===== config.mk =====
export PLATFORM = sky130hd
export DESIGN_NAME = axi_ram_filler
export DESIGN_NICKNAME = d
export VERILOG_FILES = /design/src/rtl/axi_pkg.sv /design/src/rtl/axi_burst_calc.sv /design/src/rtl/axi_ram_filler.sv
export SDC_FILE = /design/constraint.sdc
export NUM_CORES = 1
export LEC_CHECK = 0
export BUFFER_PORTS_ARGS = -buffer_cell sky130_fd_sc_hd__buf_2
export CAP_MARGIN = 10
export CORE_AREA = 3 3 159 161
export DETAILED_ROUTE_END_ITERATION = 8
export DIE_AREA = 0 0 162 164
export GPL_ROUTABILITY_DRIVEN = 0
export PLACE_DENSITY = 0.57
export SETUP_SLACK_MARGIN = 0.02
export SLEW_MARGIN = 20
export SYNTH_ARGS = -nofsm -noshare
export SYNTH_HDL_FRONTEND = slang
export SYNTH_SLANG_ARGS = --single-unit

===== constraint.sdc =====
create_clock -name m_axi_aclk -period 5.42 [get_ports m_axi_aclk]
set_clock_uncertainty 0.15 [all_clocks]
set_input_delay 0.271 -clock m_axi_aclk [delete_from_list [all_inputs] [get_ports m_axi_aclk]]
set_output_delay 0.271 -clock m_axi_aclk [all_outputs]
set_load 0.01 [all_outputs]

===== src/rtl/axi_pkg.sv =====
// AXI4 constants and helpers shared by the RAM filler and its burst calculator.
// Latency: n/a (constants and a pure function only).
// Backpressure: n/a.
package axi_pkg;

  localparam logic [1:0] AXI_RESP_OKAY   = 2'b00;
  localparam logic [1:0] AXI_RESP_EXOKAY = 2'b01;
  localparam logic [1:0] AXI_RESP_SLVERR = 2'b10;
  localparam logic [1:0] AXI_RESP_DECERR = 2'b11;

  localparam logic [1:0] AXI_BURST_INCR  = 2'b01;

  // No AXI burst may cross a 4 KB address boundary.
  localparam int unsigned AXI_4K_BYTES = 4096;

  // AxSIZE encoding for a bus of data_width bits (bytes per beat = 2**size).
  function automatic logic [2:0] axi_size_from_width(input int unsigned data_width);
    logic [2:0] size;
    size = 3'd0;
    for (int i = 0; i < 8; i++) begin
      if ((32'd8 << i) == data_width) size = 3'(i);
    end
    return size;
  endfunction

endpackage


===== src/rtl/axi_burst_calc.sv =====
// Picks the beat count of the next INCR burst: min(remaining, MAX_BURST, beats to 4 KB edge).
// Latency: purely combinational.
// Backpressure: none; the caller holds the inputs stable while the result is consumed.
// Ports: addr_off  - low 12 bits of the burst start byte address
//        remaining - beats still to be written for the request
//        beats     - beat count of the next burst (0 only when remaining is 0)
module axi_burst_calc
  import axi_pkg::*;
#(
  parameter int DATA_W    = 32,
  parameter int MAX_BURST = 16
) (
  input  logic [11:0] addr_off,
  input  logic [15:0] remaining,
  output logic [8:0]  beats
);

  localparam int unsigned SIZE_LOG = 32'(axi_size_from_width(DATA_W));
  localparam int unsigned WORDS_4K = AXI_4K_BYTES >> SIZE_LOG;

  logic [11:0] word_off;
  logic [16:0] to_4k;
  logic [16:0] lim;

  // Only the offset inside the current 4 KB page matters for the boundary.
  assign word_off = addr_off >> SIZE_LOG;
  assign to_4k    = 17'(WORDS_4K) - {5'd0, word_off};

  always_comb begin
    lim = 17'(MAX_BURST);
    if (to_4k < lim) lim = to_4k;
    if ({1'b0, remaining} < lim) lim = {1'b0, remaining};
    beats = lim[8:0];
  end

endmodule


===== src/rtl/axi_ram_filler.sv =====
// AXI4 write master that fills a RAM region with seed, seed+1, ... in 4 KB-safe INCR bursts.
// Latency: AW one cycle after start; done one cycle after the final B (or after start when n=0).
// Backpressure: AW, W and B each wait on their handshake; one burst outstanding, AW and W never overlap.
// Ports: start/base_addr/num_words/pattern_seed - request (sampled in IDLE only)
//        busy/done/error                        - status (error sticky until next accepted start)
//        m_axi_aw*/m_axi_w*/m_axi_b*            - AXI4 write channels (no read channels)
module axi_ram_filler
  import axi_pkg::*;
#(
  parameter int C_M_AXI_ID_WIDTH   = 1,
  parameter int C_M_AXI_ADDR_WIDTH = 32,
  parameter int C_M_AXI_DATA_WIDTH = 32,
  parameter int MAX_BURST          = 16
) (
  input  logic                              m_axi_aclk,
  input  logic                              m_axi_aresetn,
  input  logic                              start,
  input  logic [C_M_AXI_ADDR_WIDTH-1:0]     base_addr,
  input  logic [15:0]                       num_words,
  input  logic [C_M_AXI_DATA_WIDTH-1:0]     pattern_seed,
  output logic                              busy,
  output logic                              done,
  output logic                              error,
  output logic [C_M_AXI_ID_WIDTH-1:0]       m_axi_awid,
  output logic [C_M_AXI_ADDR_WIDTH-1:0]     m_axi_awaddr,
  output logic [7:0]                        m_axi_awlen,
  output logic [2:0]                        m_axi_awsize,
  output logic [1:0]                        m_axi_awburst,
  output logic                              m_axi_awvalid,
  input  logic                              m_axi_awready,
  output logic [C_M_AXI_DATA_WIDTH-1:0]     m_axi_wdata,
  output logic [C_M_AXI_DATA_WIDTH/8-1:0]   m_axi_wstrb,
  output logic                              m_axi_wlast,
  output logic                              m_axi_wvalid,
  input  logic                              m_axi_wready,
  input  logic [1:0]                        m_axi_bresp,
  input  logic                              m_axi_bvalid,
  output logic                              m_axi_bready
);

  localparam int unsigned SIZE_LOG = 32'(axi_size_from_width(C_M_AXI_DATA_WIDTH));
  localparam logic [C_M_AXI_ADDR_WIDTH-1:0] ALIGN_MASK =
    C_M_AXI_ADDR_WIDTH'((32'd1 << SIZE_LOG) - 32'd1);

  typedef enum logic [2:0] {S_IDLE, S_ADDR, S_DATA, S_RESP, S_DONE} state_t;

  state_t state_q, state_d;

  logic [C_M_AXI_ADDR_WIDTH-1:0] addr_q;       // start address of current/next burst
  logic [15:0]                   remaining_q;  // beats not yet covered by a completed burst
  logic [C_M_AXI_DATA_WIDTH-1:0] word_q;       // pattern word for the current beat
  logic [8:0]                    burst_q;      // beats in the burst in flight
  logic [8:0]                    beat_cnt_q;   // beats left in the burst in flight
  logic                          error_q;
  logic [8:0]                    calc_beats;
  logic                          last_beat;

  // addr_q and remaining_q only move at the end of a burst, so awlen is stable in ADDR.
  axi_burst_calc #(
    .DATA_W    (C_M_AXI_DATA_WIDTH),
    .MAX_BURST (MAX_BURST)
  ) u_burst_calc (
    .addr_off  (addr_q[11:0]),
    .remaining (remaining_q),
    .beats     (calc_beats)
  );

  assign last_beat = (beat_cnt_q == 9'd1);

  always_ff @(posedge m_axi_aclk or negedge m_axi_aresetn) begin
    if (!m_axi_aresetn) state_q <= S_IDLE;
    else                state_q <= state_d;
  end

  always_comb begin
    state_d       = state_q;
    busy          = 1'b0;
    done          = 1'b0;
    m_axi_awvalid = 1'b0;
    m_axi_awlen   = 8'd0;
    m_axi_wvalid  = 1'b0;
    m_axi_wlast   = 1'b0;
    m_axi_bready  = 1'b0;
    case (state_q)
      S_IDLE: begin
        if (start) state_d = (num_words == 16'd0) ? S_DONE : S_ADDR;
      end
      S_ADDR: begin
        busy          = 1'b1;
        m_axi_awvalid = 1'b1;
        m_axi_awlen   = 8'(calc_beats - 9'd1);
        if (m_axi_awready) state_d = S_DATA;
      end
      S_DATA: begin
        busy         = 1'b1;
        m_axi_wvalid = 1'b1;
        m_axi_wlast  = last_beat;
        if (m_axi_wready && last_beat) state_d = S_RESP;
      end
      S_RESP: begin
        busy         = 1'b1;
        m_axi_bready = 1'b1;
        if (m_axi_bvalid) begin
          // A bad response aborts the whole request rather than just the burst.
          if (m_axi_bresp != AXI_RESP_OKAY || remaining_q == 16'd0) state_d = S_DONE;
          else                                                      state_d = S_ADDR;
        end
      end
      S_DONE: begin
        done    = 1'b1;
        state_d = S_IDLE;
      end
      default: state_d = S_IDLE;
    endcase
  end

  always_ff @(posedge m_axi_aclk or negedge m_axi_aresetn) begin
    if (!m_axi_aresetn) begin
      addr_q      <= '0;
      remaining_q <= '0;
      word_q      <= '0;
      burst_q     <= '0;
      beat_cnt_q  <= '0;
      error_q     <= 1'b0;
    end else begin
      case (state_q)
        S_IDLE: begin
          if (start) begin
            addr_q      <= base_addr & ~ALIGN_MASK;
            remaining_q <= num_words;
            word_q      <= pattern_seed;
            error_q     <= 1'b0;
          end
        end
        S_ADDR: begin
          if (m_axi_awready) begin
            burst_q    <= calc_beats;
            beat_cnt_q <= calc_beats;
          end
        end
        S_DATA: begin
          if (m_axi_wready) begin
            word_q     <= word_q + C_M_AXI_DATA_WIDTH'(1);
            beat_cnt_q <= beat_cnt_q - 9'd1;
            if (last_beat) begin
              addr_q      <= addr_q + (C_M_AXI_ADDR_WIDTH'(burst_q) << SIZE_LOG);
              remaining_q <= remaining_q - 16'(burst_q);
            end
          end
        end
        S_RESP: begin
          if (m_axi_bvalid && m_axi_bresp != AXI_RESP_OKAY) error_q <= 1'b1;
        end
        default: ;
      endcase
    end
  end

  assign error         = error_q;
  assign m_axi_awid    = '0;
  assign m_axi_awaddr  = addr_q;
  assign m_axi_awsize  = axi_size_from_width(C_M_AXI_DATA_WIDTH);
  assign m_axi_awburst = AXI_BURST_INCR;
  assign m_axi_wdata   = word_q;
  assign m_axi_wstrb   = '1;

endmodule

==> reports/results.tsv <==
metric	value	unit
outcome	complete, no violations	
finalSetupTns	0	ps
dieArea	26600	sq um
htree_num_levels	3	
drtIter0Drc	488	
synth_flop_cell	dfrtp_1	
antenna_found_initial	3	
wl_per_cell	17.8	um
syn2layout_area_growth	20.5	%
post-dp-hpwl	18.0	mm
startpoint_type	flip-flop	
yosys.area_share.adder	5.97	%
worstHoldStart	base_addr[20]	
first_pass_iters	5	
swShare	47.6	%
final.period_utilization	91.0	%
fmax	0.203	GHz
grt_max_degree	90	
timing.critical_path.from	m_axi_awaddr[3]	
synth.avg_cell_area	7.90	sq um
rows	57	
ys_async_sr_fraction	100	%
grt_pass1_vias	6973	
syn_inst	908	
grt_usage	18.3	%
pin_count	177	
synth_top_family_by_area	compound AO/OA/AOI/OAI gates	
drt-total-wl	24.5	mm
cp.arrival	4510	ps
grt-ovfl-total	0	
synth.mux.area_fraction	0.716	%
p_int	2.57	mW
cts_root_buf	clkbuf_16	
synth_edf_count	0	
num_vias	7305	
yosysTopAreaCellShare	34.9	%
worst_pin_slew	924	ps
yosysWarnings	0	
cts_buffers	9	
start_util	29.7	%
die_x	162	um
vias_per_cell	5.30	
fillers	2633	
grt_setup_unrepaired	false	
max_cap_violations	0	
drcViolationCount	0	
fin_util	35.8	%
port_buffers	162	
pwr-share-seq	31.4	%
power_frac_comb	52.0	%
crit_path_end_kind	primary output	
rr_startpoint	m_axi_awaddr[3]	
core	24100	sq um
clock_latency	350	ps
min_path_type	in2reg	
ys_seq_area_share	34.9	%
leakagePower	3.72	nW
synth_cell_type_count	75	
synth.area.top_cells	dfrtp_1 35%, a21oi_1 7.6%, nand2_1 5.8%, ha_1 5.4%, o21ai_0 5.0%	
fin_crit	4930	ps
critPathRequiredTime	5000	ps
ys_ff_latch	100	
yosys.area_share.simple	22.9	%
drv_slew	0	
crit_fanout	8	
p_switching	2.33	mW
yosysMostFrequentCell	nand2_1	
finalNetCount	1170	
grt_pass1_wl	38.7	mm
setup_viol	0	
die_h	164	um
relSlewSlack	38.4	%
crit_type	reg2out	
numClockSinks	100	
clk_path_buf_depth	2	
p_per_area	567	nW/um^2
cts_setup_buffers	0	
cts_tree	done	
clkTransAtPathRegs	70	ps
netlist_area	7170	sq um
netlist_top_cells_count	110 x nand2_1, 109 x a21oi_1, 100 x dfrtp_1	
synth-xor-area-share	1.59	%
power_frac_clock	16.6	%
yosys.area.top_type	dfrtp_1	
antenna_left	0	
drive_gt1_share	19.8	%
hold_viol_final	0	
vdd_drop_max	0.221	mV
synth_compound_area_share	27.8	%
## placed cells by master (no fill, tap or decap), types with 11 or more instances in the layout
master / n
a211oi_1: 11
a21oi_1: 109
a31oi_1: 11
and3_1: 14
buf_2: 161
conb_1: 16
dfrtp_1: 100
ha_1: 31
inv_1: 36
nand2_1: 108
nand3_1: 36
nor2_1: 83
nor3_1: 23
nor4_1: 11
o21ai_0: 71
o22ai_1: 24
## power groups by stage
stage          sequential (mW)  combinational [mW]  clock, mW
2_1_floorplan             1.51                1.71          0
3_3_place_gp              1.54                2.51          0
3_5_place_dp              1.54                2.54          0
4_1_cts                   1.53                2.56      0.837
5_1_grt                   1.60                2.87      0.866
6_report                  1.54                2.55      0.815
## repair_timing
| action | CTS | global route |
|---|---|---|
| hold buffers | 4 | 0 |
| hold endpoints to repair | 47 | 0 |
| setup endpoints to repair | 0 | 7 |
| gates resized for setup | 0 | 4 |
## cell type report
cell class / count / area, sq um / share of cell area (%)
Antenna cell: 1 / 2.50 / 0.0290
Sequential cell: 100 / 2500 / 29.0
Multi-Input combinational cell: 726 / 4300 / 49.8
Clock inverter: 6 / 136 / 1.58
Inverter: 37 / 140 / 1.62
Timing Repair Buffer: 175 / 921 / 10.7
Clock buffer: 10 / 229 / 2.65
Tap cell: 324 / 405 / 4.69
## critical path, stage by stage, from the launching register on
cell and delay, ps:
dfrtp_1 420, inv_1 150, ha_1 210, nor3b_1 280, mux2i_2 340, nor2b_4 300
nand2_1 110, ha_1 300, nand2_1 60, o21ai_0 140, a2111oi_4 520, nand2_2 200
mux2_2 300, ha_1 240, a21oi_1 90, a21oi_1 160, nand2_1 60, a21oi_1 130
buf_2 150
## through the flow
| step | total power, mW | instances | cell area (sq um) | setup WS, ps | hold slack [ps] |
|---|---|---|---|---|---|
| after floorplan | 3.22 | 922 | 7220 | 1180 | -175 |
| final | 4.90 | 1379 | 8640 | 488 | 10.2 |
| after detailed placement | 4.08 | 1358 | 8220 | 567 | 195 |
| after global placement | 4.05 | 1358 | 8220 | 607 | 185 |
| after global routing | 5.34 | 1378 | 8630 | 46.8 | 6.08 |
| after CTS | 4.93 | 1378 | 8620 | 158 | 4.43 |
## logic make-up after synthesis
| logic type | count (synthesis) |
|---|---|
| AND/OR/NAND/NOR | 344 |
| adder cells (fa/ha/maj) | 33 |
| flip-flops | 100 |
| XOR/XNOR | 13 |
| other | 2 |
| buffers and inverters | 96 |
| multiplexers | 5 |
| AO/OA/AOI/OAI | 315 |
## flip-flops by register name (all words and copies together) (netlist names)
signal / cells
state_q: 3
beat_cnt_q: 9
m_axi_awaddr: 30
burst_q: 9
m_axi_wdata: 32
remaining_q: 16
error: 1
## routing by layer
metal / share of wire [%] / up-vias / track usage [%]
li1: - / 3584 / -
met5: 0.14 / - / 0
met4: 1.2 / 4 / 4.30
met2: 47 / 247 / 30.6
met3: 7.5 / 26 / 4.77
met1: 44 / 3444 / 23.8
## final timing paths
check | to | slack, ps | depth (start not counted)
min in group asynchronous | burst_q[2] | 320 | 2
max reg2reg | beat_cnt_q[6] | 1230 | 15
max in group asynchronous | state_q[0] | 3560 | 3
min reg2reg | m_axi_awaddr[31] | 350 | 1
max | m_axi_awlen[4] | 490 | 18
min | m_axi_awaddr[20] | 10 | 3
(Power assumes the default switching activity.)
